==> config.mk <==
export PLATFORM = sky130hd
export DESIGN_NAME = seq_detector_param
export DESIGN_NICKNAME = d
export VERILOG_FILES = /design/src/rtl/seq_detector_param.sv
export SDC_FILE = /design/constraint.sdc
export NUM_CORES = 1
export LEC_CHECK = 0
export BUFFER_PORTS_ARGS = -buffer_cell sky130_fd_sc_hd__buf_4
export CAP_MARGIN = 25
export CORE_ASPECT_RATIO = 1.4
export CORE_MARGIN = 2
export CORE_UTILIZATION = 50
export CTS_BUF_LIST = sky130_fd_sc_hd__clkbuf_8
export DETAILED_ROUTE_END_ITERATION = 8
export PLACE_DENSITY = 0.83
export SYNTH_ARGS = -nofsm -noshare
export SYNTH_HDL_FRONTEND = slang
export SYNTH_SLANG_ARGS = --single-unit
==> constraint.sdc <==
create_clock -name clk -period 2.35 [get_ports clk]
set_clock_uncertainty 0.05 [all_clocks]
set_input_delay 0.3525 -clock clk [delete_from_list [all_inputs] [get_ports clk]]
set_output_delay 0.3525 -clock clk [all_outputs]
set_load 0.01 [all_outputs]
==> src/rtl/seq_detector_param.sv <==
// -----------------------------------------------------------------------------
// seq_detector_param
//
// Runtime-programmable Mealy serial pattern detector. A qualified 1-bit stream
// is shifted into a history register. match is raised in the same cycle as the
// bit that completes the programmed pattern (1..MAX_LEN bits). Overlapping or
// non-overlapping detection is selected at run time. Matches are counted in a
// saturating counter.
//
// After reset the block is configured for pattern 1011, length 4,
// non-overlapping.
//
// Parameters
//   MAX_LEN  maximum pattern length in bits (>= 2)
//   CNT_W    width of match_count
//   LEN_W    derived width of the length field, $clog2(MAX_LEN)+1
//
// Ports
//   clk          rising-edge clock
//   reset        asynchronous, active-high reset
//   din_valid    din is sampled this cycle
//   din          serial data bit
//   cfg_load     capture cfg_* and flush the history; the din of this cycle
//                is dropped
//   cfg_pattern  pattern; first-received bit at [len-1], last bit at [0]
//   cfg_len      pattern length (0 disables detection; > MAX_LEN is clamped)
//   cfg_overlap  1 = overlapping, 0 = non-overlapping detection
//   cnt_clr      synchronous clear of match_count
//   match        combinational: the current din completes the pattern
//   match_count  saturating count of matches
// -----------------------------------------------------------------------------
module seq_detector_param #(
  parameter  int MAX_LEN = 8,
  parameter  int CNT_W   = 16,
  localparam int LEN_W   = $clog2(MAX_LEN) + 1
) (
  input  logic               clk,
  input  logic               reset,
  input  logic               din_valid,
  input  logic               din,
  input  logic               cfg_load,
  input  logic [MAX_LEN-1:0] cfg_pattern,
  input  logic [LEN_W-1:0]   cfg_len,
  input  logic               cfg_overlap,
  input  logic               cnt_clr,
  output logic               match,
  output logic [CNT_W-1:0]   match_count
);

  // ---------------------------------------------------------------------------
  // Reset configuration: pattern 1011, length 4 (clamped if MAX_LEN is
  // smaller), non-overlapping.
  // ---------------------------------------------------------------------------
  localparam logic [LEN_W-1:0]   MAX_LEN_L = LEN_W'(MAX_LEN);
  localparam int                 RST_LEN_I = (MAX_LEN < 4) ? MAX_LEN : 4;
  localparam logic [LEN_W-1:0]   RST_LEN   = LEN_W'(RST_LEN_I);
  localparam logic [MAX_LEN-1:0] RST_PAT   = MAX_LEN'(4'b1011);

  // Active configuration. len_q always holds the effective length because
  // the clamp is applied when the length is loaded.
  logic [MAX_LEN-1:0] pat_q;
  logic [LEN_W-1:0]   len_q;
  logic               ovl_q;

  // Accepted bits, newest at the LSB, and the number of those bits that may
  // still take part in a match (saturates at MAX_LEN).
  logic [MAX_LEN-1:0] hist_q;
  logic [LEN_W-1:0]   avail_q;

  logic [CNT_W-1:0]   count_q;

  // Combinational helpers
  logic               accept;
  logic [MAX_LEN-1:0] window;
  logic [MAX_LEN-1:0] len_mask;
  logic               pat_hit;
  logic               hist_ok;
  logic [LEN_W-1:0]   cfg_len_eff;
  logic [LEN_W-1:0]   avail_inc;

  // ---------------------------------------------------------------------------
  // Match evaluation
  // ---------------------------------------------------------------------------
  // A bit is accepted only when it is valid and not displaced by a config load.
  assign accept = din_valid & ~cfg_load;

  // Window of the newest MAX_LEN bits including the one arriving now. Only
  // the low len_q positions are compared against the pattern.
  assign window = {hist_q[MAX_LEN-2:0], din};

  // NOTE: every variable written in an always_comb gets a value on every
  // path (here by assigning a default first) so no latch is inferred.
  always_comb begin
    len_mask = '0;
    for (int i = 0; i < MAX_LEN; i++) begin
      len_mask[i] = (LEN_W'(i) < len_q);
    end
  end

  assign pat_hit = (((window ^ pat_q) & len_mask) == '0);

  // The current din supplies one bit, so L-1 eligible history bits are
  // needed. Compared one bit wider so avail+1 cannot wrap.
  assign hist_ok = ((LEN_W+1)'(avail_q) + (LEN_W+1)'(1)) >= (LEN_W+1)'(len_q);

  assign match = accept & (len_q != '0) & pat_hit & hist_ok;

  // ---------------------------------------------------------------------------
  // Next-state helpers
  // ---------------------------------------------------------------------------
  assign cfg_len_eff = (cfg_len > MAX_LEN_L) ? MAX_LEN_L : cfg_len;
  assign avail_inc   = (avail_q == MAX_LEN_L) ? avail_q : avail_q + LEN_W'(1);

  // ---------------------------------------------------------------------------
  // Configuration register
  // ---------------------------------------------------------------------------
  // NOTE: clocked state uses non-blocking (<=) assignments so every register
  // samples the pre-edge values, independent of statement order.
  always_ff @(posedge clk or posedge reset) begin
    if (reset) begin
      pat_q <= RST_PAT;
      len_q <= RST_LEN;
      ovl_q <= 1'b0;
    end else if (cfg_load) begin
      pat_q <= cfg_pattern;
      len_q <= cfg_len_eff;
      ovl_q <= cfg_overlap;
    end
  end

  // ---------------------------------------------------------------------------
  // History and eligibility tracking
  // ---------------------------------------------------------------------------
  // cfg_load has priority: it flushes the history so a new pattern is only
  // matched against bits accepted after the load.
  always_ff @(posedge clk or posedge reset) begin
    if (reset) begin
      hist_q  <= '0;
      avail_q <= '0;
    end else if (cfg_load) begin
      hist_q  <= '0;
      avail_q <= '0;
    end else if (din_valid) begin
      hist_q <= {hist_q[MAX_LEN-2:0], din};
      // In non-overlapping mode the bits of a found pattern are consumed.
      if (match && !ovl_q) begin
        avail_q <= '0;
      end else begin
        avail_q <= avail_inc;
      end
    end
  end

  // ---------------------------------------------------------------------------
  // Saturating match counter
  // ---------------------------------------------------------------------------
  // A clear coinciding with a match leaves a count of one so that match is
  // not lost.
  always_ff @(posedge clk or posedge reset) begin
    if (reset) begin
      count_q <= '0;
    end else if (cnt_clr) begin
      count_q <= match ? CNT_W'(1) : '0;
    end else if (match && !(&count_q)) begin
      count_q <= count_q + CNT_W'(1);
    end
  end

  assign match_count = count_q;

endmodule

======== Word level (Yosys, flattened, before mapping) ========
Index checks and enable logic that the tools add are counted.
storage, ports and cells
  register bits after elaboration ......... 40
  input port bits ......................... 19
  output and inout bits ................... 17
  word-level logic and storage cells ...... 48
cells by class
  add/subtract/negate cells ............... 3
  magnitude comparators ................... 10
  equal/unequal tests ..................... 2
  mux-type cells .......................... 10
  bitwise gates (word level) .............. 7
  reductions and logical operators ........ 10
operators by type and width
  kind                                                    count
  2-to-1 mux 16 bit                                       2
  2-to-1 mux 4 bit                                        5
  adder 16 x 1 -> 16 bit (second input constant)          1
  < comparator 3 x 4 -> 1 bit (first input constant)      4
  AND reduction 16 bit                                    1
  2-to-1 mux 7 bit                                        2
  AND 8 bit                                               1
  logical NOT 8 bit                                       1
  < comparator 1 x 4 -> 1 bit (first input constant)      2
  < comparator 2 x 4 -> 1 bit (first input constant)      2
  bitwise XOR 8 bit                                       1
  adder 4 x 1 -> 5 bit (second input constant)            1
  >= comparator 5 x 4 -> 1 bit                            1
  adder 4 x 1 -> 4 bit (second input constant)            1
  AND 1 bit                                               4
  equality test 4 bit (second input constant)             1
  > comparator 4 bit (second input constant)              1
  nonzero test 2 bit                                      2
  nonzero test 4 bit                                      1
  inequality test 3 x 2 -> 1 bit (second input constant)  1
  logical AND 1 bit                                       2
  logical NOT 1 bit                                       2
  AND reduction 2 bit                                     1
  2-to-1 mux 1 bit                                        1
  inverter 1 bit                                          1

======== Depth between registers and ports, before layout ========
  depth after elaboration ................. 9
  mapped depth ............................ 11
  depth with buffers taken out ............ 8

======== Worst setup path before layout ========
No wires, ideal clock.
  path kind ............................... flip-flop to flip-flop
  start point ............................. register count_q[0] (netlist: match_count[0])
  end point ............................... register count_q[1] (netlist: match_count[1])
  setup time .............................. 0.132 ns
  data arrival time ....................... 2.144 ns
  required time ........................... 2.168 ns
  path slack .............................. 0.024 ns
  stages on the path, launching flop included .. 10
  path buffers ............................ 2
  clock period less this slack ............ 2.326 ns
  cell sequence ........................... dfrtp_1 ha_1 nand3_1 or3_1 o211a_1 nand3_2 buf_2 buf_2 mux2i_1 nor2_1
between the ends
  longest elaborated chain between the ends .. 4
  elaborated cells between the ends (all ways) .. 7
  classes of those cells .................. add/sub: 1; mux: 2; reduce/logical: 4
ends and longest elaborated chain
  what                                                            RTL line  text
  start, declared                                                 70        logic [CNT_W-1:0] count_q;
  start signal, assigned                                          163       count_q <= match ? CNT_W'(1) : '0;
  start signal, assigned                                          165       count_q <= count_q + CNT_W'(1);
  branches (longest 4 deep; another with adder 16 x 1 -> 16 bit)  -
Parallel ways; which one is timed is not known. The select of a mux whose other input is x is not followed.
A chain may end at the register's enable or synchronous reset.

======== Final worst setup path ========
  start point ............................. register len_q[1]
  end point ............................... register count_q[10] (netlist: match_count[10])
between the ends
  longest elaborated chain between the ends .. 7
  elaborated cells between the ends (all ways) .. 17
  classes of those cells .................. order compare: 9; bitwise: 4; reduce/logical: 4
ends and longest elaborated chain
  what                                                       RTL line  text
  start, declared                                            62        logic [LEN_W-1:0] len_q;
  start signal, assigned                                     126       len_q <= cfg_len_eff;
  < comparator 1 x 4 -> 1 bit, or another cell as far along  96        len_mask[i] = (LEN_W'(i) < len_q);
  AND 8 bit                                                  100       assign pat_hit = (((window ^ pat_q) & len_mask) == '0);
  logical NOT 8 bit                                          100
  AND 1 bit                                                  106       assign match = accept & (len_q != '0) & pat_hit & hist_ok;
  AND 1 bit *                                                106
  logical AND 1 bit *                                        164       end else if (match && !(&count_q)) begin
  nonzero test 2 bit (no source line) *                      -
Every way passes the cells marked *; elsewhere a longest branch is shown, timed or not.

==> results.md <==
- Status: finished, violations left
- Violated checks: setup timing
- Core Area: about 4200 sq um
- P&R area growth vs syn: 30.96%
- Adder-Cell Fraction of Synth Area: just over 4%
- Clock transition at the registers of the reported paths: about 80 ps
- Die span in y: ~80 um
- Slew Viols, Final: 0
- Worst-path cell chain: or3_1 > a222oi_1 > o211a_1 > nand3_4 > buf_4 > or4_4 > a21oi_2
- Slew @ Worst Pin: between 500 and 600 ps
- Mux contribution to synthesized area: under 10%
- CTS max path bufs: 2
- Vias in the first global route: between 1.5k and 2k
- RSZ-0062 raised after global routing: yes
- Clock latency at the later pin of the worst-skew pair: approximately 300 ps
- Switching share of power: 26.73%
- Max-cap violations: 0
- Die area: 4874 sq um
- Number of remaining DRC errors: 0
- IO Count: 36
- WP data arrival: 2650 ps
- ANT nets after route: 0
- Congestion Overflow GR: 0
- Largest family of logic cells by synthesized area: simple AND/OR/NAND/NOR gates
- Syn Nets: 246
- Share of layout cells above drive strength 1: around a third
- Startpoint types: flop
- Inst Count DP: approximately 310
- Post-cts hold buffer count: 0
- Clk pwr share: 32.8%
- Commonest non-fill, non-tap cell in the layout: buf_4
- Fillers: 346
- Xor-xnor portion of the synthesized cell area: between 4 and 5%
- Slowest cell on crit path: a222oi_1
- Critical Path End Type: flop
- Power Internal: ~0.0011 W
- Core Util, Final: roughly 67%
- Post-Synth Simple-Gate Area: between 10% and 20%
- Final Hold Vio Count: 0
- Vias per inst: 5.820
- Share of power burned in combinational logic: between 15 and 20%
- Setup TNS: -723.1 ps
- Mapped Cells: between 200 and 250
- Layout Nets: approximately 310
- Antenna violations before repair: 0
- Buffers on Ports: 35
- Finished Layout Cells: ~330
- VDD IR-drop max: about 0.00036 V
- Pin count of the biggest net entering global routing: between 40 and 50
- Global-route wire length before repair: around 8000 um
- Synth Area in Compound Gates: 13.43%
- NetSw: about 0.00040 W
- Crit path max-delay family: compound AO/OA/AOI/OAI gates
- Crit Path Max Fanout: 6
- Die width: between 50 and 60 um
- H-tree levels: 2
- WP data required: between 2000 and 3000 ps
- FMAX: ~400 MHz
- Tmin final: roughly 2500 ps
- Post-synth EDFFs: 0
- Final setup fails: 14
- Max_slew headroom: just over 60%
- Clock sink count: 40
- Yosys warnings: 0
- Main synth FF type: dfrtp_1
- Netlist cell types: 44
- Pwr dens: 523.9 nW/um^2
- Initial DRC Count: around 120
- Hold Path Class: in2async
- Synthesized area: around 2200 sq um
- Seq/Total Area, Yosys: 46.53%
- WL final: 5001 um
- Most frequent cells in the layout: 62 x buf_4, 36 x dfrtp_1, 16 x nand2_1, 14 x nor2_1, 13 x a21oi_1
- CTS buffer count: 5
- Post-synthesis register bit count: 40
- Leakage: between 1 and 1.5 nW
- Mean Syn Cell Area: ~9.8 sq um
- Ys async rst share: between 90% and 100%
- Final period util: 105.4%
- Worst Setup Path Type: reg2reg
- Sequential share of power: between 50% and 60%
- CTS tree: done
- Ant. Diodes: 0
- Total power: between 0.001 and 0.0015 W
- Vias: 1903
- Max stage delay on crit path: roughly 440 ps
- Detail Placement HPWL: about 3400 um
- Pre-antenna DRT Iters: 4
- Worst Path Buf+Inv: 1
- Fin worst setup slack: -127.1 ps
- All-layer global routing usage: 22.23%
- Placer congestion estimate: just over 0.8
- Starting Density: 51.43%
- Clock Tree Root: clkbuf_8
- Row Count: 28
- Wirelength per Cell: ~15 um
-- flip-flops by register name, indices dropped and copies added (netlist names) --
name	flops
match_count	16
pat_q	8
hist_q	7
avail_q	4
len_q	4
ovl_q	1
-- metal layers --
layer	part of all wire [%]	global-route usage (%)	up-vias
met5	0	0	-
met1	39	26.02	922
met3	4.1	4.409	11
li1	-	-	918
met2	54	39.89	52
met4	2.3	7.556	0
-- cell families (layout without fill, tap and decap cells) --
kind of cell / Yosys count / after routing
compound gates: 47 / 47
xor+xnor: 12 / 12
fa+ha+maj: 7 / 7
buf+inv: 22 / 83
flops: 40 / 40
mux: 18 / 18
simple gates: 74 / 75
-- worst min-delay path, delay by kind of cell --
kind / cells / cell delay (ps)
buf+inv: 3 / 580
-- final timing paths --
| check | from | to | slack (ps) | cells after the start |
|---|---|---|---|---|
| min reg2reg | pat_q[5]$_DFFE_PP0P_ | pat_q[5]$_DFFE_PP0P_ | 490 | 1 |
| max | len_q[1]$_DFFE_PP0P_ | match_count[10]$_DFFE_PP0P_ | -130 | 7 |
| min | reset | match_count[3]$_DFFE_PP0P_ | 120 | 3 |
| min in group clk | cfg_len[3] | len_q[2]$_DFFE_PP1P_ | 180 | 2 |
| max in group asynchronous | reset | len_q[2]$_DFFE_PP1P_ | 1760 | 3 |
| max reg2reg | len_q[1]$_DFFE_PP0P_ | match_count[10]$_DFFE_PP0P_ | -130 | 7 |
-- timing repair --
item,CTS,global route
pin swaps,7,7
endpoints found under the setup margin,14,15
cloned,0,1
resized for setup,11,6
setup buffers,3,3
-- synth_stat cells, types with 2 or more instances --
| library cell | number | share of area, % |
|---|---|---|
| clkbuf_1 | 6 | 1.0 |
| mux2i_1 | 9 | 4.2 |
| o21ai_1 | 7 | 1.6 |
| inv_1 | 11 | 1.9 |
| o31ai_1 | 6 | 2.1 |
| a21oi_1 | 14 | 3.2 |
| a31oi_1 | 3 | 0.87 |
| xor2_1 | 7 | 2.8 |
| dfstp_2 | 4 | 4.9 |
| or3_1 | 9 | 2.6 |
| o21ai_0 | 6 | 1.4 |
| buf_2 | 2 | 0.46 |
| nand3_1 | 8 | 1.9 |
| xnor2_1 | 5 | 2.0 |
| nor4_1 | 3 | 0.87 |
| nand4_1 | 4 | 1.2 |
| nor3_1 | 4 | 0.93 |
| nand2_1 | 16 | 2.8 |
| dfrtp_1 | 36 | 42 |
| or4_1 | 6 | 2.1 |
| ha_1 | 7 | 4.1 |
| mux2_2 | 8 | 4.2 |
| nand2b_1 | 2 | 0.58 |
| o22ai_1 | 3 | 0.87 |
| nor2_1 | 15 | 2.6 |
-- power by group through the flow --
stage	sequential, W	combinational, W	clock [W]
final	0.000745	0.000252	0.000486
after global routing	0.000749	0.000278	0.000527
after CTS	0.000744	0.000226	0.000499
after detailed placement	0.000758	0.000198	0
after global placement	0.000756	0.000191	0
after floorplan	0.000753	0.000118	0
-- cell type report --
class	count	area, sq um	share of cell area (%)
flip-flops and latches	40	1006	35.53
multi-input cells	159	1142	40.34
clock inverters	2	15.01	0.5303
clock buffers	6	82.58	2.916
inverters	11	41.29	1.458
well taps	45	56.30	1.989
repair buffers	64	488.0	17.23
-- stage by stage --
| step | hold WS [ps] | worst slack [ps] | cell area, sq um |
|---|---|---|---|
| after floorplan | 368.0 | 24.13 | 2162 |
| after global placement | 463.1 | -4.617 | 2601 |
| after detailed placement | 465.2 | -133.5 | 2601 |
| after CTS | 137.1 | -54.72 | 2768 |
| after global routing | 155.5 | -227.4 | 2831 |
| final | 118.8 | -127.1 | 2831 |
Power figures use the tool's default switching activity.
